--- config.mk ---
export PLATFORM = sky130hd
export DESIGN_NAME = folded_csa_accumulator
export DESIGN_NICKNAME = d
export VERILOG_FILES = /design/src/rtl/folded_csa_accumulator.sv
export SDC_FILE = /design/constraint.sdc
export NUM_CORES = 1
export LEC_CHECK = 0
export CAP_MARGIN = 30
export CORE_MARGIN = 1
export CORE_UTILIZATION = 25
export CTS_CLUSTER_DIAMETER = 60
export CTS_CLUSTER_SIZE = 20
export DETAILED_ROUTE_END_ITERATION = 10
export PLACE_DENSITY = 0.54
export SLEW_MARGIN = 20
export SYNTH_ARGS = -nofsm -noshare
export SYNTH_HDL_FRONTEND = slang
export SYNTH_SLANG_ARGS = --single-unit
export TNS_END_PERCENT = 50
--- constraint.sdc ---
create_clock -name clk -period 3.65 [get_ports clk]
set_input_delay 0.9125 -clock clk [delete_from_list [all_inputs] [get_ports clk]]
set_output_delay 0.9125 -clock clk [all_outputs]
set_load 0.02 [all_outputs]
--- src/rtl/folded_csa_accumulator.sv ---
// Folds an operand stream through one 3:2 compressor into redundant S/C, resolves once at the end.
// One operand/cycle; result valid one edge after the last accept; input stalls while a result is pending.
module folded_csa_accumulator #(
    parameter int WIDTH   = 32,
    parameter int MAX_OPS = 16,
    parameter int CNT_W   = $clog2(MAX_OPS + 1)
) (
    input  logic             clk,
    input  logic             rst,
    input  logic             in_valid,
    output logic             in_ready,
    input  logic [WIDTH-1:0] in_data,
    input  logic             in_last,
    output logic             out_valid,
    input  logic             out_ready,
    output logic [WIDTH-1:0] out_result,
    output logic [CNT_W-1:0] out_count,
    output logic             out_capped
);

    localparam logic [1:0] ST_IDLE    = 2'd0;
    localparam logic [1:0] ST_ACCUM   = 2'd1;
    localparam logic [1:0] ST_RESOLVE = 2'd2;
    localparam logic [1:0] ST_DONE    = 2'd3;

    logic [1:0]       r_state;
    logic [WIDTH-1:0] r_s;
    logic [WIDTH-1:0] r_c;
    logic [CNT_W-1:0] r_count;
    logic [WIDTH-1:0] r_out_result;
    logic [CNT_W-1:0] r_out_count;
    logic             r_out_capped;
    logic             r_out_valid;

    logic             w_accept;
    logic [WIDTH-1:0] w_sum;
    logic [WIDTH-1:0] w_maj;
    logic [WIDTH-1:0] w_carry;
    logic [CNT_W-1:0] w_cnt_next;
    logic             w_at_cap;

    assign in_ready   = (r_state == ST_IDLE) || (r_state == ST_ACCUM);
    assign w_accept   = in_valid && in_ready;
    assign w_sum      = r_s ^ r_c ^ in_data;
    assign w_maj      = (r_s & r_c) | (r_s & in_data) | (r_c & in_data);
    // Carry out of the top bit is dropped: arithmetic is modulo 2^WIDTH.
    assign w_carry    = {w_maj[WIDTH-2:0], 1'b0};
    assign w_cnt_next = r_count + CNT_W'(1);
    assign w_at_cap   = (w_cnt_next == CNT_W'(MAX_OPS));

    assign out_valid  = r_out_valid;
    assign out_result = r_out_result;
    assign out_count  = r_out_count;
    assign out_capped = r_out_capped;

    always_ff @(posedge clk) begin
        if (rst) begin
            r_state      <= ST_IDLE;
            r_s          <= '0;
            r_c          <= '0;
            r_count      <= '0;
            r_out_result <= '0;
            r_out_count  <= '0;
            r_out_capped <= 1'b0;
            r_out_valid  <= 1'b0;
        end else begin
            case (r_state)
                ST_IDLE: begin
                    if (w_accept) begin
                        r_s          <= in_data;
                        r_c          <= '0;
                        r_count      <= CNT_W'(1);
                        r_out_capped <= (MAX_OPS == 1) && !in_last;
                        r_state      <= (in_last || MAX_OPS == 1) ? ST_RESOLVE : ST_ACCUM;
                    end
                end
                ST_ACCUM: begin
                    if (w_accept) begin
                        r_s     <= w_sum;
                        r_c     <= w_carry;
                        r_count <= w_cnt_next;
                        if (in_last || w_at_cap) begin
                            r_state <= ST_RESOLVE;
                        end
                        if (!in_last && w_at_cap) begin
                            r_out_capped <= 1'b1;
                        end
                    end
                end
                ST_RESOLVE: begin
                    r_out_result <= r_s + r_c;
                    r_out_count  <= r_count;
                    r_out_valid  <= 1'b1;
                    r_state      <= ST_DONE;
                end
                default: begin
                    if (out_ready) begin
                        r_out_valid <= 1'b0;
                        r_state     <= ST_IDLE;
                    end
                end
            endcase
        end
    end

endmodule

* Yosys cells after proc, flatten, opt, wreduce, memory -nomap -nowiden
Index checks and enable logic that the tools add are counted.
** Cells by class
- Equality and inequality tests :: 7
- Add/sub/neg operators :: 2
- Muxes and demuxes :: 21
- Reductions and logical operators :: 14
- Bitwise operators :: 8
** Operator list (number)
- two-way mux 32 bit :: 4
- one-hot mux 32 bit (2 select lines) :: 2
- bitwise AND 31 bit :: 3
- bitwise XOR 32 bit :: 2
- OR 31 bit :: 2
- adder 32 bit :: 1
- two-way mux 2 bit :: 5
- two-way mux 5 bit :: 2
- one-hot mux 5 bit (2 select lines) :: 1
- AND reduction 4 bit :: 2
- one-hot mux 2 bit (3 select lines) :: 1
- adder 5 x 1 -> 5 bit (second input constant) :: 1
- == test 5 bit (second input constant) :: 1
- two-way mux 1 bit :: 4
- inequality test 2 x 1 -> 1 bit (second input constant) :: 2
- inequality test 2 bit (second input constant) :: 2
- one-hot mux 1 bit (2 select lines) :: 2
- nonzero test 2 bit :: 2
- nonzero test 4 bit :: 1
- AND reduction 3 bit :: 1
- == test 2 x 1 -> 1 bit (second input constant) :: 1
- == test 2 bit (second input constant) :: 1
- logical AND 1 bit :: 2
- logical NOT 2 bit :: 1
- 5 further kinds :: 6
** Word-level totals
- Output and inout bits :: 40
- Input bits :: 37
- Flip-flop bits (word level) :: 110
- Word-level logic and storage cells :: 60

* Depth between registers and ports, before layout
- Depth after elaboration :: 6
- Gate-level depth with buffers :: 12
- Gate-level depth less buffers :: 12

* Worst setup path before layout
OpenSTA, ideal clock, no wires.
- Kind :: register to register
- From :: register r_s[1]
- To :: register r_out_result[31], in the netlist out_result[31]
- Buffers on the path :: 0
- Cell stages (with the launch flop) :: 13
- Setup time :: 0.140 ns
- Clock period less this slack :: 2.704 ns
- Arrival time :: 2.564 ns
- Path slack :: 0.946 ns
- Data required time :: 3.510 ns
- Path through :: dfxtp_1 > ha_1 > inv_1 > fa_1 > nor2b_1 > o2111ai_1 > a21oi_1 > o21ai_2 > o211ai_2 > a41oi_2 > or4_1 > o21ai_0 > a211oi_1
** On the way
- Word-level cells in the longest chain between the ends :: 1
** Ends and longest elaborated chain
- from (decl) :: line 27 : logic [WIDTH-1:0] r_s;
- from (signal assigned) :: line 70 : r_s <= in_data;
- from (signal assigned) :: line 79 : r_s <= w_sum;
- adder 32 bit :: line 91 : r_out_result <= r_s + r_c;
- to (signal assigned) :: line 91
- to (decl) :: line 30 : logic [WIDTH-1:0] r_out_result;
No other way between the ends.
A chain may end at the register's enable or synchronous reset.

* Worst setup path after layout
- From :: register r_state[0]
- To :: output port in_ready
** On the way
- Word-level cells in the longest chain between the ends :: 2
- Elaborated cells on any way between the ends :: 3
- Those cells by class :: eq/ne: 1; reduce/logical: 2
** Ends and longest elaborated chain
- from (decl) :: line 26 : logic [1:0] r_state;
- from (signal assigned) :: line 74 : r_state <= (in_last || MAX_OPS == 1) ? ST_RESOLVE : ST_ACCUM;
- == test 2 x 1 -> 1 bit / logical NOT 2 bit (equally long branches) :: line 42 : assign in_ready = (r_state == ST_IDLE) || (r_state == ST_ACCUM);
- logical OR 1 bit (*) :: line 42
- to (decl) :: line 11 : output logic in_ready,
Mark *: on every way between the ends. The rest lies on a longest branch, timed or not.

==> metrics.cfg <==
[route]
first_iter_violations = 314
wl_mm = 16.98
viasPerCell = 4.623
wl_per_cell_um = 13.64
firstDrtPassIters = 4
num_vias = 5756
drc = 0
ant_nets = 0

[grt]
grt_busiest_layer = met2
global_route.usage.met2_pct = 20.79
grt_pass1_vias = 5617
grt_pass1_wl_mm = 28.37
grt_remaining_overflow = 0
antenna_found_initial = 0
grt_use_met3_pct = 1.985
met1_usage_pct = 16.41
grt_max_degree = 81
grt.total_usage_pct = 12.53

[finish]
n_antenna_cell = 0
final_cells = 1245
nNetsFinal = 1004
area_delta_synth_final_pct = 21.38
fin_area_mm2 = 0.008275
layout-drive-gt1-share_pct = 4.093

[place]
place_area_mm2 = 0.007969
dp.cells = 1230
place_hpwl_mm = 12.17
port_buffers = 76
place_congestion = 0.7796
dp_slack_ns = 0.5513

[clock_tree]
hold_buffers = 0
cts_tree = yes
insertion_delay_ns = 0.36
clockRootBuffer = clkbuf_16
cts_buffers = 9
post_cts_resized = 0
clk_pin_slew_ns = 0.07
clock_path_buffers = 2
clock-sinks = 109
cts_setup_buffers = 0
cts_max_level = 3

[run]
cap_viol_max_count = 0

[sta]
maxSlewViolCount = 0
period_minus_slack_ns = 3.122
setup_slack_ns = 0.5284
worst_pin_slew_ns = 0.9023
finalClockSkew_ns = 0.01344
fmax_ghz = 0.3203
final.setup.tns_ns = 0
slew_headroom_pct = 39.85
whs_ns = 0.4720
rsz0062_at_grt = false
fin_crit_sh_pct = 85.52
setup_viol = 0
hold_viol = 0

[yosys]
synth_top_area_share_pct = 32.01
synth_edf_count = 0
synth.avg_cell_area_um2 = 8.021
syn-num-nets = 954
synth-seq-cells = 109
synth_area_mm2 = 0.006818
synth_area_leaders = dfxtp_1 (32%), fa_1 (9.1%), a21oi_1 (6.8%)
netlist_instances = 850
ys_types = 52
ys_warn_count = 0
synthFlopType = dfxtp_1
synth_seq_area_share_pct = 32.01
yosysTopAreaCell = dfxtp_1
synthArstFlopShare_pct = 0

[setup_path]
path_max_fanout = 5
path_cells = inv_1, ha_1, nor2_1, inv_1, clkdlybuf4s50_1
critPathArrivalTime_ns = 2.21
cpMostUsedCell = inv_1
endpoint_kind = primary output
critical_path_class = register to primary output
required_ns = 2.74
cpPeakStageDelay_ns = 0.57
cp-start-kind = register
cpMaxStageDelayCell = clkdlybuf4s50_1

[floorplanning]
start_util_pct = 25.37
die_w_um = 167.1
die-area_mm2 = 0.02794
io_pins = 77
num_rows = 60
die_h_um = 167.1
core_area_mm2 = 0.02688

[pwr]
p_per_area_mw_per_mm2 = 525.9
p_leak_nw = 3.094
vdd_drop_max_uv = 205.9

[min_path]
hold_path.class = register to register

[status]
status = finished, final reports clean

where the power goes:
group	switching [W]	internal [W]
Clock	0.000482	0.000560
Sequential	0.000136	0.00135
Combinational	0.00110	0.000720
Total	0.00172	0.00263
sequential cells by signal (all words and copies together) (netlist names):
name and cells:
out_capped 1, r_count 5, r_c 31, out_valid 1
r_s 32, out_result 32, out_count 5, r_state 2
placed cells by master (no fill, tap or decap), types with 2 or more instances in the layout:
cell type	Yosys	routed
nor2_1	116	116
dfxtp_1	109	109
inv_1	99	99
a21oi_1	92	92
clkdlybuf4s50_1	0	75
nand2_1	72	71
a211oi_1	39	39
ha_1	36	34
nand3b_1	32	32
fa_1	31	31
mux2i_1	28	28
o21ai_0	22	22
xnor2_1	15	15
a21o_1	14	14
nand3_1	10	10
clkbuf_16	0	9
xor2_1	8	8
buf_4	0	8
nand2b_1	7	7
nor3_1	7	7
or3_1	6	6
nand4_1	5	5
nor2b_1	4	4
a22oi_1	4	4
o21a_1	4	4
o21ai_1	4	4
nor3b_1	4	4
o21bai_1	3	3
or4_1	3	3
a31oi_1	3	3
a311oi_1	2	2
and3_1	2	2
a21oi_2	2	2
inv_6	0	2
buf_12	0	2
per-layer routing:
metal  vias up  share of wire, %
met3        21               2.3
met2        78                46
li1       2957                 -
met4         0               2.0
met5         -                 0
met1      2700                50
per-stage QoR:
step	util, %	total power [W]
finish	30.79	0.004352
global route	30.79	0.004704
CTS	30.79	0.004438
detailed placement	29.65	0.003366
global placement	29.47	0.003292
floorplan	-	0.002772
path summary, 6_finish.rpt:
check,startpoint,endpoint,slack (ns),cells after the start
hold / removal,out_result[26]$_SDFFE_PP0P_,out_result[26]$_SDFFE_PP0P_,0.47,2
setup / recovery,r_state[0]$_SDFFE_PP0P_,in_ready,0.53,5
hold reg to reg,out_result[26]$_SDFFE_PP0P_,out_result[26]$_SDFFE_PP0P_,0.47,2
setup reg to reg,r_s[1]$_SDFFE_PP0P_,out_result[31]$_SDFFE_PP0P_,0.55,12
Yosys cell counts, drive strengths merged, types with 2 or more instances:
cell	number
a211oi	39
a21o	14
a21oi	94
a22oi	4
a311oi	2
a31oi	3
and3	3
buf	8
clkbuf	39
dfxtp	109
fa	31
ha	36
inv	99
mux2i	28
nand2	72
nand2b	7
nand3	10
nand3b	32
nand4	5
nor2	117
nor2b	4
nor3	7
nor3b	4
o211ai	2
o21a	4
o21ai	27
o21bai	3
or3	6
or4	3
xnor2	15
xor2	8
final cells by class:
type	count	area, um^2
flip-flops and latches	109	2182
clock inverters	5	67.56
multi-input cells	595	4110
clock buffers	10	239.0
inverters	99	371.6
well taps	341	426.7
fillers	2875	18600
repair buffers	86	878.3
cell families after synthesis:
logic type	Yosys count	synth area share, %
buffers and inverters	146	8.038
adders and majority gates	67	15.71
and+or+nand+nor	274	18.79
AOI/OAI and AO/OA	203	18.39
DFF	109	32.01
muxes	28	4.111
xor gates and xnor gates	23	2.955
critical path: cells and delay by family (launching register included):
| family | cells | cell delay, ns |
|---|---|---|
| DFF | 1 | 0.43 |
| buffers and inverters | 3 | 0.85 |
| and+or+nand+nor | 1 | 0.33 |
| adders and majority gates | 1 | 0.25 |
(Power assumes the default switching activity.)
